File: src/rtl/cmp_pkg.sv
// Shared types and constants for the sequential magnitude comparator.
package cmp_pkg;

  typedef enum logic [1:0] {
    StIdle = 2'd0,
    StCmp  = 2'd1,
    StDone = 2'd2
  } state_e;

  // Latched result; CMP_EQ doubles as "no difference seen yet" while scanning.
  localparam logic [1:0] CMP_EQ = 2'd0;
  localparam logic [1:0] CMP_GT = 2'd1;
  localparam logic [1:0] CMP_LT = 2'd2;

  function automatic int unsigned idx_width(input int unsigned n);
    return (n > 1) ? $clog2(n) : 1;
  endfunction

endpackage

File: src/rtl/cmp_chunk.sv
// Combinational unsigned compare of one CHUNK-bit slice, with optional MSB flip for
// two's-complement ordering of the top slice.
module cmp_chunk #(
  parameter int unsigned CHUNK = 4
) (
  input  logic [CHUNK-1:0] a_i,
  input  logic [CHUNK-1:0] b_i,
  input  logic             invert_msb_i,
  output logic             gt_o,
  output logic             eq_o,
  output logic             lt_o
);

  logic [CHUNK-1:0] a_m;
  logic [CHUNK-1:0] b_m;

  always_comb begin
    a_m            = a_i;
    b_m            = b_i;
    a_m[CHUNK-1]   = a_i[CHUNK-1] ^ invert_msb_i;
    b_m[CHUNK-1]   = b_i[CHUNK-1] ^ invert_msb_i;
  end

  assign gt_o = (a_m > b_m);
  assign eq_o = (a_m == b_m);
  assign lt_o = (a_m < b_m);

endmodule

File: src/rtl/mag_comparator_seq.sv
// Sequential magnitude comparator: scans operands CHUNK bits per cycle from the MSB end,
// optionally stopping at the first differing chunk, and pulses a one-hot result.
module mag_comparator_seq
  import cmp_pkg::*;
#(
  parameter int unsigned WIDTH      = 16,
  parameter int unsigned CHUNK      = 4,
  parameter bit          EARLY_EXIT = 1'b1
) (
  input  logic             clk_i,
  input  logic             rst_ni,
  input  logic             in_valid_i,
  output logic             in_ready_o,
  input  logic [WIDTH-1:0] data_a_i,
  input  logic [WIDTH-1:0] data_b_i,
  input  logic             signed_mode_i,
  output logic             out_valid_o,
  output logic             a_gt_b_o,
  output logic             a_eq_b_o,
  output logic             a_lt_b_o,
  output logic             busy_o
);

  localparam int unsigned NCHUNK = WIDTH / CHUNK;
  localparam int unsigned IdxW   = idx_width(NCHUNK);
  localparam logic [IdxW-1:0] IdxTop = IdxW'(NCHUNK - 1);

  if ((CHUNK == 0) || (NCHUNK == 0) || ((WIDTH % CHUNK) != 0)) begin : gen_param_check
    $error("mag_comparator_seq: WIDTH must be a nonzero multiple of CHUNK");
  end

  state_e           state_q, state_d;
  logic [WIDTH-1:0] a_q, a_d;
  logic [WIDTH-1:0] b_q, b_d;
  logic             signed_q, signed_d;
  logic [IdxW-1:0]  idx_q, idx_d;
  logic [1:0]       res_q, res_d;
  logic [2:0]       flags_q, flags_d;  // {gt, eq, lt}

  logic [CHUNK-1:0] chunk_a;
  logic [CHUNK-1:0] chunk_b;
  logic             chunk_gt, chunk_eq, chunk_lt;
  logic [1:0]       chunk_res;

  always_comb begin
    chunk_a = '0;
    chunk_b = '0;
    for (int unsigned i = 0; i < NCHUNK; i++) begin
      if (idx_q == IdxW'(i)) begin
        chunk_a = a_q[i*CHUNK +: CHUNK];
        chunk_b = b_q[i*CHUNK +: CHUNK];
      end
    end
  end

  cmp_chunk #(
    .CHUNK (CHUNK)
  ) u_chunk (
    .a_i          (chunk_a),
    .b_i          (chunk_b),
    .invert_msb_i (signed_q && (idx_q == IdxTop)),
    .gt_o         (chunk_gt),
    .eq_o         (chunk_eq),
    .lt_o         (chunk_lt)
  );

  always_comb begin
    chunk_res = CMP_EQ;
    if (chunk_gt) begin
      chunk_res = CMP_GT;
    end else if (chunk_lt) begin
      chunk_res = CMP_LT;
    end
  end

  always_comb begin
    state_d  = state_q;
    a_d      = a_q;
    b_d      = b_q;
    signed_d = signed_q;
    idx_d    = idx_q;
    res_d    = res_q;
    flags_d  = flags_q;

    unique case (state_q)
      StIdle, StDone: begin
        state_d = StIdle;
        if (in_valid_i) begin
          a_d      = data_a_i;
          b_d      = data_b_i;
          signed_d = signed_mode_i;
          idx_d    = IdxTop;
          res_d    = CMP_EQ;
          state_d  = StCmp;
        end
      end
      StCmp: begin
        // Keep the most significant difference once one has been seen.
        res_d = (res_q != CMP_EQ) ? res_q : chunk_res;
        if ((idx_q == '0) || (EARLY_EXIT && !chunk_eq)) begin
          state_d = StDone;
          flags_d = {res_d == CMP_GT, res_d == CMP_EQ, res_d == CMP_LT};
        end else begin
          idx_d = idx_q - 1'b1;
        end
      end
      default: state_d = StIdle;
    endcase
  end

  always_ff @(posedge clk_i) begin
    if (!rst_ni) begin
      state_q  <= StIdle;
      a_q      <= '0;
      b_q      <= '0;
      signed_q <= 1'b0;
      idx_q    <= '0;
      res_q    <= CMP_EQ;
      flags_q  <= '0;
    end else begin
      state_q  <= state_d;
      a_q      <= a_d;
      b_q      <= b_d;
      signed_q <= signed_d;
      idx_q    <= idx_d;
      res_q    <= res_d;
      flags_q  <= flags_d;
    end
  end

  assign in_ready_o  = rst_ni && ((state_q == StIdle) || (state_q == StDone));
  assign out_valid_o = (state_q == StDone);
  assign busy_o      = (state_q == StCmp);
  assign a_gt_b_o    = flags_q[2];
  assign a_eq_b_o    = flags_q[1];
  assign a_lt_b_o    = flags_q[0];

endmodule
File: config.mk
export PLATFORM = sky130hd
export DESIGN_NAME = mag_comparator_seq
export DESIGN_NICKNAME = d
export VERILOG_FILES = /design/src/rtl/cmp_pkg.sv /design/src/rtl/cmp_chunk.sv /design/src/rtl/mag_comparator_seq.sv
export SDC_FILE = /design/constraint.sdc
export NUM_CORES = 1
export LEC_CHECK = 0
export ABC_AREA = 1
export ABC_CLOCK_PERIOD_IN_PS = 3000
export BUFFER_PORTS_ARGS = -buffer_cell sky130_fd_sc_hd__buf_4
export CAP_MARGIN = 20
export CORE_UTILIZATION = 54
export CTS_BUF_LIST = sky130_fd_sc_hd__clkbuf_4 sky130_fd_sc_hd__clkbuf_8 sky130_fd_sc_hd__clkbuf_16
export DETAILED_ROUTE_END_ITERATION = 8
export PLACE_DENSITY = 0.79
export SYNTH_ARGS = -nofsm -noshare
export SYNTH_HDL_FRONTEND = slang
export SYNTH_HIERARCHICAL = 1
export SYNTH_SLANG_ARGS = --single-unit
File: constraint.sdc
create_clock -name clk_i -period 3 [get_ports clk_i]
set_input_delay 0.6 -clock clk_i [delete_from_list [all_inputs] [get_ports clk_i]]
set_output_delay 0.6 -clock clk_i [all_outputs]
set_load 0.05 [all_outputs]
**Word-level counts from Yosys, hierarchy flattened**

Index checks and enable logic that the tools add are counted.

- Register bits after elaboration: 42
- Output and inout bits: 6

- Order comparisons: 2
- $add $sub $neg: 1
- Eq/ne operators: 11
- Bitwise logic cells: 2
- Muxes and demuxes: 19
- Reductions and logical operators: 15

Operators by type and width:

| cell | count |
|---|---|
| $mux 4 | 8 |
| $mux 2 | 7 |
| $pmux 2 s2 | 3 |
| $eq 2x2->1 const B | 4 |
| $eq 2x1->1 const B | 3 |
| $logic_not 2->1 | 3 |
| $reduce_and 2->1 | 3 |
| $eq 4x4->1 | 1 |
| $gt 4x4->1 | 1 |
| $lt 4x4->1 | 1 |
| $ne 2x2->1 const B | 2 |
| $reduce_bool 2->1 | 2 |
| $reduce_and 3->1 | 1 |
| $logic_and 1x1->1 | 2 |
| $logic_or 1x1->1 | 2 |
| $ne 2x1->1 const B | 1 |
| $reduce_or 2->1 | 1 |
| $sub 2x1->2 const B | 1 |
| $xor 1x1->1 | 2 |
| $logic_not 1->1 | 1 |
| $mux 1 | 1 |

**Logic depth before layout (Yosys ltp)**

- Word-level depth: 11
- Depth in mapped cells: 20

**By module**

Netlist, hierarchy kept.

By module, submodules not included:

| module | area each (µm²) | sequential area each (µm²) | times used | cells an instance |
|---|---|---|---|---|
| mag_comparator_seq | 1,935.6 | 840.8 | 1 | 278 |
| cmp_chunk | 128.9 | 0.0 | 1 | 21 |

**Worst setup path before layout**

Ideal clock, no wire load.

- Path type: reg2reg
- Start point: reg idx_q[0]
- End point: reg flags_q[2]
- Arrival: 2.201 ns
- Stages on the path, launching flop included: 18
- Setup slack: 0.729 ns
- Clock period less this slack: 2.271 ns
- Cells stage by stage: dfxtp_1 > inv_1 > ha_1 > buf_2 > inv_1 > nor2_1 > nor2_1 > nand2_1 > nand2_1 > xor2_1 > ha_1 > nand2_1 > nor2_1 > a21oi_1 > inv_1 > a21oi_1 > nand2_1 > a21oi_1

RTL lines:

| element | RTL line | text |
|---|---|---|
| start, declared | mag_comparator_seq.sv:36 | `logic [IdxW-1:0] idx_q, idx_d;` |
| start signal, assigned | mag_comparator_seq.sv:125 | `idx_q <= idx_d;` |
| $logic_not 2->1 | mag_comparator_seq.sv:49 | `if (idx_q == IdxW'(i)) begin` |
| $mux 4 (3 in a row) | mag_comparator_seq.sv:49 |  |
| $mux 4 (*) | mag_comparator_seq.sv:49 |  |
| named net chunk_a[3] | mag_comparator_seq.sv:40 | `logic [CHUNK-1:0] chunk_a;` |
| $xor 1x1->1 (*) | cmp_chunk.sv:20 | `a_m[CHUNK-1] = a_i[CHUNK-1] ^ invert_msb_i;` |
| $eq 4x4->1 (*) | cmp_chunk.sv:25 | `assign eq_o = (a_m == b_m);` |
| named net chunk_eq | mag_comparator_seq.sv:42 | `logic chunk_gt, chunk_eq, chunk_lt;` |
| $logic_not 1->1 (*) | mag_comparator_seq.sv:100 | `if ((idx_q == '0) \|\| (EARLY_EXIT && !chunk_eq)) begin` |
| $logic_or 1x1->1 (*) | mag_comparator_seq.sv:100 |  |
| $reduce_and 2->1 (no source line) (*) | -- |  |
| end signal, assigned | mag_comparator_seq.sv:127 | `flags_q <= flags_d;` |
| end, declared | mag_comparator_seq.sv:38 | `logic [2:0] flags_q, flags_d;` |

Mark *: on every way through the listed nets, which the timed path passes. The rest lies on a longest branch.
A chain may end at the register's enable or synchronous reset.

**Final worst setup path**

- Start point: reg idx_q[0]
- End point: reg flags_q[2]

RTL lines:

| element | RTL line | text |
|---|---|---|
| $logic_not 2->1 | mag_comparator_seq.sv:49 |  |
| $mux 4 (3 in a row) | mag_comparator_seq.sv:49 |  |
| $mux 4 (*) | mag_comparator_seq.sv:49 |  |
| named net chunk_a[3] | mag_comparator_seq.sv:40 |  |
| $xor 1x1->1 (*) | cmp_chunk.sv:20 |  |
| $gt 4x4->1 (*) | cmp_chunk.sv:24 | `assign gt_o = (a_m > b_m);` |
| named net chunk_gt | mag_comparator_seq.sv:42 |  |
| $mux 2 (*) | mag_comparator_seq.sv:69 | `if (chunk_gt) begin` |
| $mux 2 (*) | mag_comparator_seq.sv:99 | `res_d = (res_q != CMP_EQ) ? res_q : chunk_res;` |
| $eq 2x1->1 (*) | mag_comparator_seq.sv:102 | `flags_d = {res_d == CMP_GT, res_d == CMP_EQ, res_d == CMP_LT};` |

Marks and branches as above.

==> metrics.md <==
| Metric | Value |
|---|---|
| WL/cell | 10.8 um |
| Worst hold stages | 2 |
| Min-delay worst type | reg -> reg |
| Status | finished, final reports clean |
| Synth Area in Adders | 4.85% |
| Commonest non-fill, non-tap cell in the layout | nor2_1 |
| I/O Buffers | 41 |
| CP bufs+invs | 4 |
| Post-route cell area | 2450 sq um |
| DRT Wirelength | 4120 um |
| Post-CTS setup buffer count | 0 |
| Total number of vias | 1,880 |
| Synthesized area | 2060 sq um |
| Critical Path RT | 3.21 ns |
| Cells along the critical path | inv_1 > ha_1 > inv_1 > nor2_1 > nor2_1 > nand2_1 > nand2_1 > xor2_1 > ha_1 > nand2_1 > inv_1 > nand2_1 > a21oi_1 > inv_1 > a21oi_1 > nand2_1 > a21oi_1 |
| Synth Warn # | 6 |
| FFs w/ async S/R, synth | 0% |
| Crit. path cell count | 17 |
| Area Growth Syn to Fin | 18.7% |
| Worst R2R Path Depth | 17 |
| Final hold viol count | 0 |
| Placed Cells incl. Taps | 374 |
| Largest net degree at the start of global routing | 38 |
| Dpl cell area | 2340 sq um |
| Compound-gate portion of the synthesized area | 13.2% |
| Number of global-route vias before repair | 1,664 |
| GPL Wtd Cong | 0.884 |
| Delay-heaviest family, CP | adder cells |
| Worst-path maximum fanout | 9 |
| Pwr dens | 603 nW/um^2 |
| Worst-path clk slew | 0.08 ns |
| Post-synth EDFFs | 0 |
| Longest Clk Path Bufs | 2 |
| ANT cells | 0 |
| Top cell type's share of synthesized area | 40.7% |
| Layout Nets | 377 |
| RSZ-0062 raised after global routing | false |
| Largest family of logic cells by synthesized area | simple AND/OR/NAND/NOR gates |
| Hold_buf cts | 0 |
| Max_cap viols | 0 |
| Final ANT Viol Nets | 0 |
| IO Count | 42 |
| Highest-count cells in the layout ignoring fill and taps | 95 x nor2_1, 47 x nand2_1, 42 x dfxtp_1 |
| CP max stage cell | ha_1 |
| Total Power | 1.48 mW |
| Clk_skew | 0.00663 ns |
| Sink Count | 42 |
| Endpoints failing setup | 0 |
| Die Width | 63.8 um |
| Die ar. | 4070 sq um |
| Relative slew slack | 64.7% |
| Initial antenna violation count | 0 |
| Overflow after GRT | 0 |
| Mapped Cells | 299 |
| Clk Latency, worst-skew pair | 0.28 ns |
| Standard-cell rows | 22 |
| Yosys reg bits | 42 |
| Average size of a mapped cell | 6.90 sq um |
| H-tree Lvls | 2 |
| Vias/cell | 4.93 |
| Gr usage total | 22.3% |
| Largest area contributor in the synthesized netlist | dfxtp_1 |
| CORE AREA | 3660 sq um |
| Max Clk Rate | 0.367 GHz |
| Post-synthesis mux area share | 0% |
| Setup TNS | 0 ns |
| Worst path most repeated cell | nand2_1 |
| Critical path arrival | 2.94 ns |
| CP Class | reg -> reg |
| Simple-gate share of the synthesized area | 31.7% |
| CTS-repair resized insts | 0 |
| Post-Layout Cell Count | 381 |
| CTS root buffer | clkbuf_8 |
| CTS tree | yes |
| Layout fillers | 354 |
| Remaining routing DRC violations | 0 |
| Initial Utilization | 56.4% |
| TritonRoute pass-1 iters | 4 |
| Primary FF master, synth | dfxtp_1 |
| Final Max Tran Viols | 0 |
| Cts bufs inserted | 5 |
| HPWL after DPL | 2960 um |
| VDD IR-drop max | 504 uV |
| Detailed Route Iter0 Violations | 89 |
| Netlist cell types | 25 |
| Post-synth net total | 343 |
| Share of layout cells above drive strength 1 | 16.5% |
| First-pass GRT wire length | 7180 um |
| XOR/XNOR Fraction of Synth Area | 0.848% |
| Synth area leaders | dfxtp_1 41%, nor2_1 17%, nand2_1 8.5% |
| Pleak | 1.17 nW |
| Final period util | 90.8% |
| CP Launch Type | flop |
| Fin crit period | 2.72 ns |
| Register area share after synthesis | 40.7% |
| Max stage delay on crit path | 0.35 ns |
| Worst Tran Pin Value | 0.529 ns |
| Crit end category | flop |
| Die Y | 63.8 um |
==> per-stage QoR <==
| step | util (%) | setup WS [ns] | hold slack (ns) |
|---|---|---|---|
| final | 66.9 | 0.277 | 0.469 |
| after global routing | 66.9 | 0.0270 | 0.495 |
| after CTS | 66.9 | 0.322 | 0.472 |
| after detailed placement | 63.8 | 0.388 | 0.463 |
| after global placement | 63.8 | 0.533 | 0.453 |
| after floorplan | - | 0.729 | 0.454 |
==> Yosys cell counts, types with 2 or more instances <==
| library cell | number |
|---|---|
| o21ai_0 | 34 |
| clkbuf_1 | 2 |
| buf_4 | 4 |
| a21oi_1 | 17 |
| nand2_1 | 47 |
| ha_1 | 8 |
| inv_4 | 2 |
| inv_1 | 19 |
| dfxtp_1 | 42 |
| buf_6 | 3 |
| nor2_1 | 95 |
| nand3_1 | 10 |
| buf_2 | 4 |
==> sequential cells by signal, summed over array words and instances (netlist names) <==
register  count
b_q          16
a_q          16
flags_q       3
state_q       2
signed_q      1
res_q         2
idx_q         2
==> routing by layer <==
metal  part of all wire (%)  up-vias  global-route usage, %  wire (um)
li1                       -     1008                      -          -
met1                     48      824                   27.8       1990
met2                     47       44                   38.0       1940
met3                    3.6        4                   5.36        148
met4                    1.0        0                   5.68         43
met5                      0        -                      0          0
==> layout make-up <==
type	instances	area, sq um	area share, %
multi-input cells	222	1040	42.6
flip-flops and latches	42	841	34.3
repair buffers	41	308	12.6
inverters	21	83.8	3.42
clock buffers	6	82.6	3.37
well taps	48	60.1	2.45
clock inverters	1	30.0	1.23
==> final timing paths <==
check	from	to	slack (ns)
setup / recovery	idx_q[0]$_SDFFE_PN0P_	flags_q[2]$_SDFFE_PN0P_	0.28
hold / removal	flags_q[2]$_SDFFE_PN0P_	flags_q[2]$_SDFFE_PN0P_	0.47
setup reg to reg	idx_q[0]$_SDFFE_PN0P_	flags_q[2]$_SDFFE_PN0P_	0.28
hold reg to reg	flags_q[2]$_SDFFE_PN0P_	flags_q[2]$_SDFFE_PN0P_	0.47
==> tightest hold or removal path, cell delays in order, from the launching register on <==
cell and delay (ns):
dfxtp_1 0.31, nand2_1 0.06, a21oi_1 0.05
==> power by group <==
part,internal [mW],switching [mW],leakage [nW]
combinational,0.153,0.240,0.763
clock,0.266,0.177,0.0573
sequential,0.607,0.0330,0.348
total,1.03,0.450,1.17
==> logic make-up (layout without fill, tap and decap cells) <==
family,after synthesis,count (layout)
AOI/OAI and AO/OA,53,53
and+or+nand+nor,159,159
adders and majority gates,8,8
DFF,42,42
xor gates and xnor gates,2,2
buffers and inverters,35,69
Note: power is estimated with default switching activity, not from simulation.
